### config.mk
export PLATFORM = sky130hd
export DESIGN_NAME = rhd_spi_slave
export DESIGN_NICKNAME = d
export VERILOG_FILES = /design/src/rtl/rhd_spi_slave.sv
export SDC_FILE = /design/constraint.sdc
export NUM_CORES = 1
export LEC_CHECK = 0
export ABC_AREA = 0
export ABC_CLOCK_PERIOD_IN_PS = 2770
export CORE_ASPECT_RATIO = 0.5
export CORE_MARGIN = 10
export CORE_UTILIZATION = 50
export DETAILED_ROUTE_END_ITERATION = 7
export MAX_ROUTING_LAYER = met4
export PLACE_DENSITY = 0.66
export SLEW_MARGIN = 0
export SYNTH_ARGS = -nofsm -noshare
export SYNTH_HDL_FRONTEND = slang
export SYNTH_SLANG_ARGS = --single-unit
export TNS_END_PERCENT = 50
### constraint.sdc
create_clock -name i_clk -period 2.77 [get_ports i_clk]
set_input_delay 0.554 -clock i_clk [delete_from_list [all_inputs] [get_ports i_clk]]
set_output_delay 0.554 -clock i_clk [all_outputs]
set_load 0.02 [all_outputs]
### src/rtl/rhd_spi_slave.sv
// rhd_spi_slave: SPI command slave with 64x8 register file, 10-bit frame
// counter and a two-deep response pipeline shifted out on MISO.
// Ports: i_clk/i_rst system clock, sync active-high reset;
//   i_sclk/i_cs/i_mosi async SPI inputs (CS active-low, SCLK idle low);
//   o_miso serial response; o_cmd/o_cmd_valid last good command + pulse;
//   o_frame_err pulse on a frame that did not carry exactly 16 bits.
// Build option: RHD_SPI_SLAVE_DDR_EN interleaves A/B words on MISO
//   (A on falling SCLK, B on rising); without it only A is sent.
module rhd_spi_slave #(
  parameter int         SYNC_STAGES = 2,
  parameter logic [7:0] CHIP_ID     = 8'd4
) (
  input  logic        i_clk,
  input  logic        i_rst,
  input  logic        i_sclk,
  input  logic        i_cs,
  input  logic        i_mosi,
  output logic        o_miso,
  output logic [15:0] o_cmd,
  output logic        o_cmd_valid,
  output logic        o_frame_err
);

`ifdef RHD_SPI_SLAVE_DDR_EN
  localparam int RW = 32;
`else
  localparam int RW = 16;
`endif

  typedef enum logic {
    ST_IDLE,
    ST_FRAME
  } state_e;

  state_e state_q, state_d;

  logic [SYNC_STAGES-1:0] sclk_sync_q;
  logic [SYNC_STAGES-1:0] cs_sync_q;
  logic [SYNC_STAGES-1:0] mosi_sync_q;
  logic sclk_prev_q, cs_prev_q;
  logic sclk_s, cs_s, mosi_s;
  logic sclk_rise, sclk_fall;
  logic cs_rise, cs_fall;

  logic [4:0]    cnt_q;
  logic [15:0]   sh_in_q;
  logic [9:0]    fcnt_q;
  logic [7:0]    regs_q [22];
  logic [RW-1:0] stg1_q, stg2_q;
  logic [15:0]   sho_a_q;
  logic          miso_q;
  logic [15:0]   cmd_q;
  logic          valid_q, err_q;

  logic load, rise_ev, fall_ev;
  logic done_ok, done_err;

  logic [1:0]    op;
  logic [5:0]    addr;
  logic [7:0]    wdata;
  logic [7:0]    rd_val;
  logic [15:0]   resp_a;
  logic [RW-1:0] resp;
  logic [15:0]   stg2_a;

  assign sclk_s = sclk_sync_q[SYNC_STAGES-1];
  assign cs_s   = cs_sync_q[SYNC_STAGES-1];
  assign mosi_s = mosi_sync_q[SYNC_STAGES-1];

  assign sclk_rise = ~sclk_prev_q & sclk_s;
  assign sclk_fall = sclk_prev_q & ~sclk_s;
  assign cs_rise   = ~cs_prev_q & cs_s;
  assign cs_fall   = cs_prev_q & ~cs_s;

  always_ff @(posedge i_clk) begin
    if (i_rst) begin
      sclk_sync_q <= '0;
      cs_sync_q   <= '0;
      mosi_sync_q <= '0;
      sclk_prev_q <= 1'b0;
      cs_prev_q   <= 1'b0;
    end else begin
      sclk_sync_q <= {sclk_sync_q[SYNC_STAGES-2:0], i_sclk};
      cs_sync_q   <= {cs_sync_q[SYNC_STAGES-2:0], i_cs};
      mosi_sync_q <= {mosi_sync_q[SYNC_STAGES-2:0], i_mosi};
      sclk_prev_q <= sclk_s;
      cs_prev_q   <= cs_s;
    end
  end

  // Frames only open on a CS fall seen after reset, so a frame that
  // was in progress at reset release is ignored to its end.
  always_ff @(posedge i_clk) begin
    if (i_rst) state_q <= ST_IDLE;
    else       state_q <= state_d;
  end

  // CS rise wins over an SCLK edge in the same cycle.
  always_comb begin
    state_d  = state_q;
    load     = 1'b0;
    rise_ev  = 1'b0;
    fall_ev  = 1'b0;
    done_ok  = 1'b0;
    done_err = 1'b0;
    case (state_q)
      ST_IDLE: begin
        if (cs_fall) begin
          state_d = ST_FRAME;
          load    = 1'b1;
        end
      end
      ST_FRAME: begin
        if (cs_rise) begin
          state_d  = ST_IDLE;
          done_ok  = (cnt_q == 5'd16);
          done_err = (cnt_q != 5'd16);
        end else begin
          rise_ev = sclk_rise;
          fall_ev = sclk_fall && (cnt_q != 5'd0);
        end
      end
      default: state_d = ST_IDLE;
    endcase
  end

  assign op    = sh_in_q[15:14];
  assign addr  = sh_in_q[13:8];
  assign wdata = sh_in_q[7:0];

  always_comb begin
    rd_val = 8'h00;
    unique case (1'b1)
      (addr < 6'd22):  rd_val = regs_q[addr[4:0]];
      (addr == 6'd40): rd_val = 8'h49;
      (addr == 6'd41): rd_val = 8'h4E;
      (addr == 6'd42): rd_val = 8'h54;
      (addr == 6'd43): rd_val = 8'h41;
      (addr == 6'd44): rd_val = 8'h4E;
      (addr == 6'd63): rd_val = CHIP_ID;
      default:         rd_val = 8'h00;
    endcase
  end

  always_comb begin
    resp_a = 16'h0000;
    case (op)
      2'b00:   resp_a = {addr, fcnt_q};
      2'b01:   resp_a = 16'h0000;
      2'b10:   resp_a = {8'hFF, wdata};
      default: resp_a = {8'h00, rd_val};
    endcase
  end

`ifdef RHD_SPI_SLAVE_DDR_EN
  logic [15:0] resp_b;
  logic [15:0] sho_b_q;

  assign resp_b = (op == 2'b00) ? ~resp_a : resp_a;
  assign resp   = {resp_a, resp_b};
`else
  assign resp   = resp_a;
`endif

  assign stg2_a = stg2_q[RW-1 -: 16];

  always_ff @(posedge i_clk) begin
    if (i_rst) begin
      cnt_q   <= '0;
      sh_in_q <= '0;
      fcnt_q  <= '0;
      stg1_q  <= '0;
      stg2_q  <= '0;
      sho_a_q <= '0;
      miso_q  <= 1'b0;
      cmd_q   <= '0;
      valid_q <= 1'b0;
      err_q   <= 1'b0;
      for (int i = 0; i < 22; i++) regs_q[i] <= '0;
    end else begin
      valid_q <= done_ok;
      err_q   <= done_err;
      if (load) begin
        cnt_q   <= '0;
        sh_in_q <= '0;
        sho_a_q <= stg2_a;
        miso_q  <= stg2_a[15];
      end
      if (rise_ev) begin
        if (cnt_q != 5'd17) cnt_q <= cnt_q + 5'd1;
        sh_in_q <= {sh_in_q[14:0], mosi_s};
      end
      // Shifting zeros in makes MISO fall to 0 past bit 16.
      if (fall_ev) begin
        miso_q  <= sho_a_q[14];
        sho_a_q <= {sho_a_q[14:0], 1'b0};
      end
      if (done_ok) begin
        cmd_q  <= sh_in_q;
        stg1_q <= resp;
        stg2_q <= stg1_q;
        fcnt_q <= fcnt_q + 10'd1;
        if (op == 2'b10 && addr < 6'd22) regs_q[addr[4:0]] <= wdata;
      end
      if (done_ok || done_err) miso_q <= 1'b0;
`ifdef RHD_SPI_SLAVE_DDR_EN
      if (rise_ev) miso_q <= sho_b_q[15];
`endif
    end
  end

`ifdef RHD_SPI_SLAVE_DDR_EN
  always_ff @(posedge i_clk) begin
    if (i_rst) begin
      sho_b_q <= '0;
    end else if (load) begin
      sho_b_q <= stg2_q[15:0];
    end else if (rise_ev) begin
      sho_b_q <= {sho_b_q[14:0], 1'b0};
    end
  end
`endif

  assign o_miso      = miso_q;
  assign o_cmd       = cmd_q;
  assign o_cmd_valid = valid_q;
  assign o_frame_err = err_q;

endmodule

==> Word level (Yosys, flattened, before mapping) <==
Memories as Yosys holds them, arrays and structs flattened. A register that Yosys moved wholly into a read port is not among the register bits.
Index checks and enable logic that the tools add are counted.
{ "totals": {"regBits": 106, "ram_bits": 176, "inputBits": 5, "output_inout_bits": 19, "word_cells": 86, "mem_count": 1} }
{ "classes": {"addsub": 2, "n_lt_le_gt_ge": 1, "eq_ne": 11, "mux": 34, "bitwise": 9, "n_reduce_logical": 11} }
{ "mem_list": {"columns": ["name", "depth", "word_bits", "read_ports", "rd_ports_with_merged_regs", "wr", "line", "text"], "rows": [
  ["regs_q", 22, 8, 1, 1, 22, "48", "logic [7:0] regs_q [22];"]
]} }
{ "op_table": {"columns": ["op", "count"], "rows": [
  ["16-bit case mux with 3 select lines", 1],
  ["8-bit case mux with 6 select lines", 1],
  ["6-bit == test (second input constant)", 6],
  ["16-bit 2-to-1 mux", 2],
  ["15-bit 2-to-1 mux", 2],
  ["5-bit 2-to-1 mux", 6],
  ["1-bit 2-to-1 mux", 20],
  ["10-bit by 1-bit adder with 10-bit output (second input constant)", 1],
  ["5-bit != test (second input constant)", 2],
  ["8-bit 2-to-1 mux", 1],
  ["8-bit OR reduction", 1],
  ["6-bit by 5-bit less-than comparator with 1-bit output (second input constant)", 1],
  ["2-bit OR reduction", 3],
  ["5-bit by 1-bit adder with 5-bit output (second input constant)", 1],
  ["5-bit == test (second input constant)", 1],
  ["1-bit inverter", 5],
  ["5-bit nonzero test", 1],
  ["1-bit AND", 4],
  ["2-bit nonzero test", 2],
  ["2-bit by 1-bit == test with 1-bit output (second input constant)", 1],
  ["2-bit == test (second input constant)", 1],
  ["1-bit logical AND", 2],
  ["2-bit zero test", 1],
  ["1-bit case mux with 2 select lines", 1],
  ["1-bit logical OR", 1]
]} }

==> Logic depth before layout (Yosys ltp) <==
Gate-level depths: netlist of the first run.
{ "depth": {"ltp_word": 9, "ltp_mapped": 9, "ltp_nobuf": 7} }

==> Worst setup path after synthesis of the first run <==
Ideal clock, no wire load.
{ "synth_timing": {"path_type": "register to register", "startpoint": "reg cnt_q[0]", "endpoint": "mem regs_q[11][0], enable pin", "setup_ps": 309, "t_arrival_ps": 1824, "t_required_ps": 2461, "setup_slack_ps": 637, "stages_incl_launch_ff": 9, "path_buffers": 1, "period_less_slack_ps": 2133, "path_cell_list": "dfxtp_1 -> inv_1 -> ha_1 -> and4bb_2 -> and2_1 -> buf_4 -> nand4b_1 -> nor2_1 -> or2_2"} }
{ "synth_rtl": {"columns": ["element", "line", "text"], "rows": [
  ["from (decl)", "45", "logic [4:0] cnt_q;"],
  ["from (signal assigned)", "190", "if (cnt_q != 5'd17) cnt_q <= cnt_q + 5'd1;"],
  ["to (decl)", "48", null]
]} }

==> results of run 1 <==
-- area by class of cell --
type,instances,area (um^2)
Tap cell,432,541
Inverter,8,30.0
Antenna cell,2,5.00
Timing Repair Buffer,64,598
Clock inverter,9,96.3
Clock buffer,52,1040
Sequential cell,367,9920
Multi-Input combinational cell,850,5870
Fill cell,2550,13400
-- synthesized netlist by cell type (all sizes together) (18+ instances only) --
| cell | number | area, um^2 |
|---|---|---|
| clkbuf | 54 | 203 |
| edfxtp | 256 | 7690 |
| and2 | 179 | 1120 |
| nand3 | 22 | 110 |
| a21oi | 72 | 360 |
| or2 | 22 | 138 |
| nor2 | 83 | 312 |
| nand2 | 133 | 499 |
| nor3 | 18 | 100 |
| mux4 | 61 | 1420 |
| mux2i | 42 | 420 |
| buf | 36 | 249 |
| dfxtp | 111 | 2220 |
-- worst paths after layout --
| kind | start | endpoint | slack, ns | cells after the start |
|---|---|---|---|---|
| max | cnt_q[0] | regs_q[6][3] | 0.06 | 7 |
| min | cs_sync_q[0] | cs_sync_q[1] | 0.44 | 1 |
| max reg2reg | cnt_q[0] | regs_q[6][3] | 0.06 | 7 |
| min reg2reg | cs_sync_q[0] | cs_sync_q[1] | 0.44 | 1 |
-- registers in the layout, summed over array words and instances (netlist names), 5 cells and up, named ones only --
register	cells
sho_a_q	15
stg2_a	16
o_cmd	16
cnt_q	5
fcnt_q	10
regs_q	256
stg1_q	16
sh_in_q	16
-- where the power goes --
part	internal, mW	switching [mW]	total (mW)	leakage (nW)
Combinational	0.0738	0.140	0.213	2.21
Sequential	5.98	0.0526	6.03	3.54
Clock	2.79	2.02	4.81	0.557
Total	8.84	2.21	11.1	6.31
-- per-stage QoR --
| step | power, mW | area, um^2 | utilization | setup TNS [ns] |
|---|---|---|---|---|
| floorplan | 6.27 | 16200 | - | 0 |
| global placement | 6.35 | 16900 | 0.536 | 0 |
| detailed placement | 6.36 | 16900 | 0.536 | -0.00957 |
| CTS | 11.1 | 18000 | 0.572 | 0 |
| global route | 11.4 | 18100 | 0.574 | -1.70 |
| finish | 11.1 | 18100 | 0.574 | 0 |
-- cell families after synthesis --
logic type                 Yosys count  synth area share
and+or+nand+nor                    510             0.166
other                                1          0.000235
AOI/OAI and AO/OA                  138            0.0543
DFF                                367             0.622
xor gates and xnor gates             8           0.00440
buffers and inverters               98            0.0302
muxes                              109             0.120
adders and majority gates            5           0.00377
-- layer usage --
layer | vias up | part of all wire | global-route usage
li1 | 4585 | - | -
met4 | 0 | 0.018 | 0.0506
met5 | - | 0 | -
met2 | 376 | 0.45 | 0.284
met1 | 5017 | 0.44 | 0.260
met3 | 50 | 0.092 | 0.0512
-- repair_timing --
action                                 4_1_cts  5_1_grt
setup endpoints to repair                    8      131
gates cloned                                 0        0
resized for setup                            1       10
endpoints found under the hold margin        0        0
setup buffers                                0        3
pin swaps                                    0        0
-- worst reg2reg max path, cell delays in order, from the launching register on --
cell	delay [ns]
dfxtp_1	0.36
inv_1	0.09
ha_1	0.15
and4bb_2	0.28
and2_2	0.23
nand4_1	0.47
nor2_1	0.52
or2_2	0.31
==> results.cfg, run 1 <==
[finish]
layout_commonest_cell = edfxtp_1
final_nets = 1335
drive_gt1_frac = 0.141
syn2layout_area_growth_pct = 13.6
post_layout_nonfiller_instances = 1784
final_cell_mix = edfxtp_1 (256), and2_1 (178), nand2_1 (132)

[flow_run]
drv_cap = 0

[clock_tree]
path_clk_slew_ns = 0.06
cts_made_buffers = 35
cts_hold_buf = 0
cts_root_buf = clkbuf_16
cts_sinks = 367
cts_tree = done
clk_latency_ns = 0.54
htree_levels = 2
clk_path_buf_depth = 3

[logic_synthesis]
synth_area_per_cell_um2 = 12.9
ys_ff_latch = 367
async_reset_ff_frac = 0
synth-edff-count = 256
synth_flop_cell = edfxtp_1
ys_seq_area_frac = 0.622
synth_cells = 1236
yosysUniqueCellTypes = 63
netlist_area_um2 = 15900
yosysWarnings = 0

[detailed_routing]
ant_nets = 0
first_pass_iters = 5
first_iter_violations = 1098
wl_um = 37000
wire_per_inst_um = 20.7
drt-vias-per-instance = 5.62
vias = 10028
drc = 0

[critical_path]
crit_path_top_delay_cell = nor2_1
cp_top_family = simple AND/OR/NAND/NOR gates
cp.buffers_inverters = 1
crit_chain = inv_1 > ha_1 > and4bb_2 > and2_2 > nand4_1 > nor2_1 > or2_2
path_max_fanout = 9
cp-start-kind = flip-flop
cpPeakStageDelay_ns = 0.51
crit_arrival_ns = 2.94
crit_type = flip-flop to flip-flop
end_kind = flip-flop
crit_required_ns = 3.00

[global_routing]
grt_max_degree = 90
grt_remaining_overflow = 0
grt_pass1_wl_um = 57500
grt_pass1_vias = 9714
antenna_found_initial = 1
grt_usage = 0.192

[placement]
dp_hpwl_um = 24100
port_buffers = 23
gp_congestion = 0.854
placed_cells = 1718
pre_cts_slack_ns = -0.00132

[floorplanning]
coreArea_um2 = 31500
ios = 24
die_area_um2 = 39800
start_util = 0.505
die_h_um = 146
die-width_um = 272
rows = 46

[worst_hold_path]
hp-class = flip-flop to flip-flop

[timing]
max-slew-margin-rel = 0.195
finalHoldViolations = 0
worstMarginPinSlew_ns = 1.21
finalWorstSetupSlack_ns = 0.0615
max_freq_mhz = 369
drv_slew = 0
fin_skew_ns = 0.0201
whs_ns = 0.438
fin_crit_ns = 2.71
finalSetupViolations = 0
rsz0062_at_grt = true
finalCritPeriodShare = 0.978

[outcome]
status = finished, final reports clean

[power]
vdd_ir_drop_max_v = 0.000335
power_density_nw_per_um2 = 611
power_leakage_nw = 6.31
Note: power is estimated with default switching activity, not from simulation.
==> run 2, diff against run 1 <==
--- a/constraint.sdc
+++ b/constraint.sdc
@@ -3,2 +3,2 @@
 set_output_delay 0.554 -clock i_clk [all_outputs]
-set_load 0.02 [all_outputs]
+set_load 0.01 [all_outputs]
==> results of run 2 <==
The final DEF is identical to that of run 1. Status: finished, final reports clean.
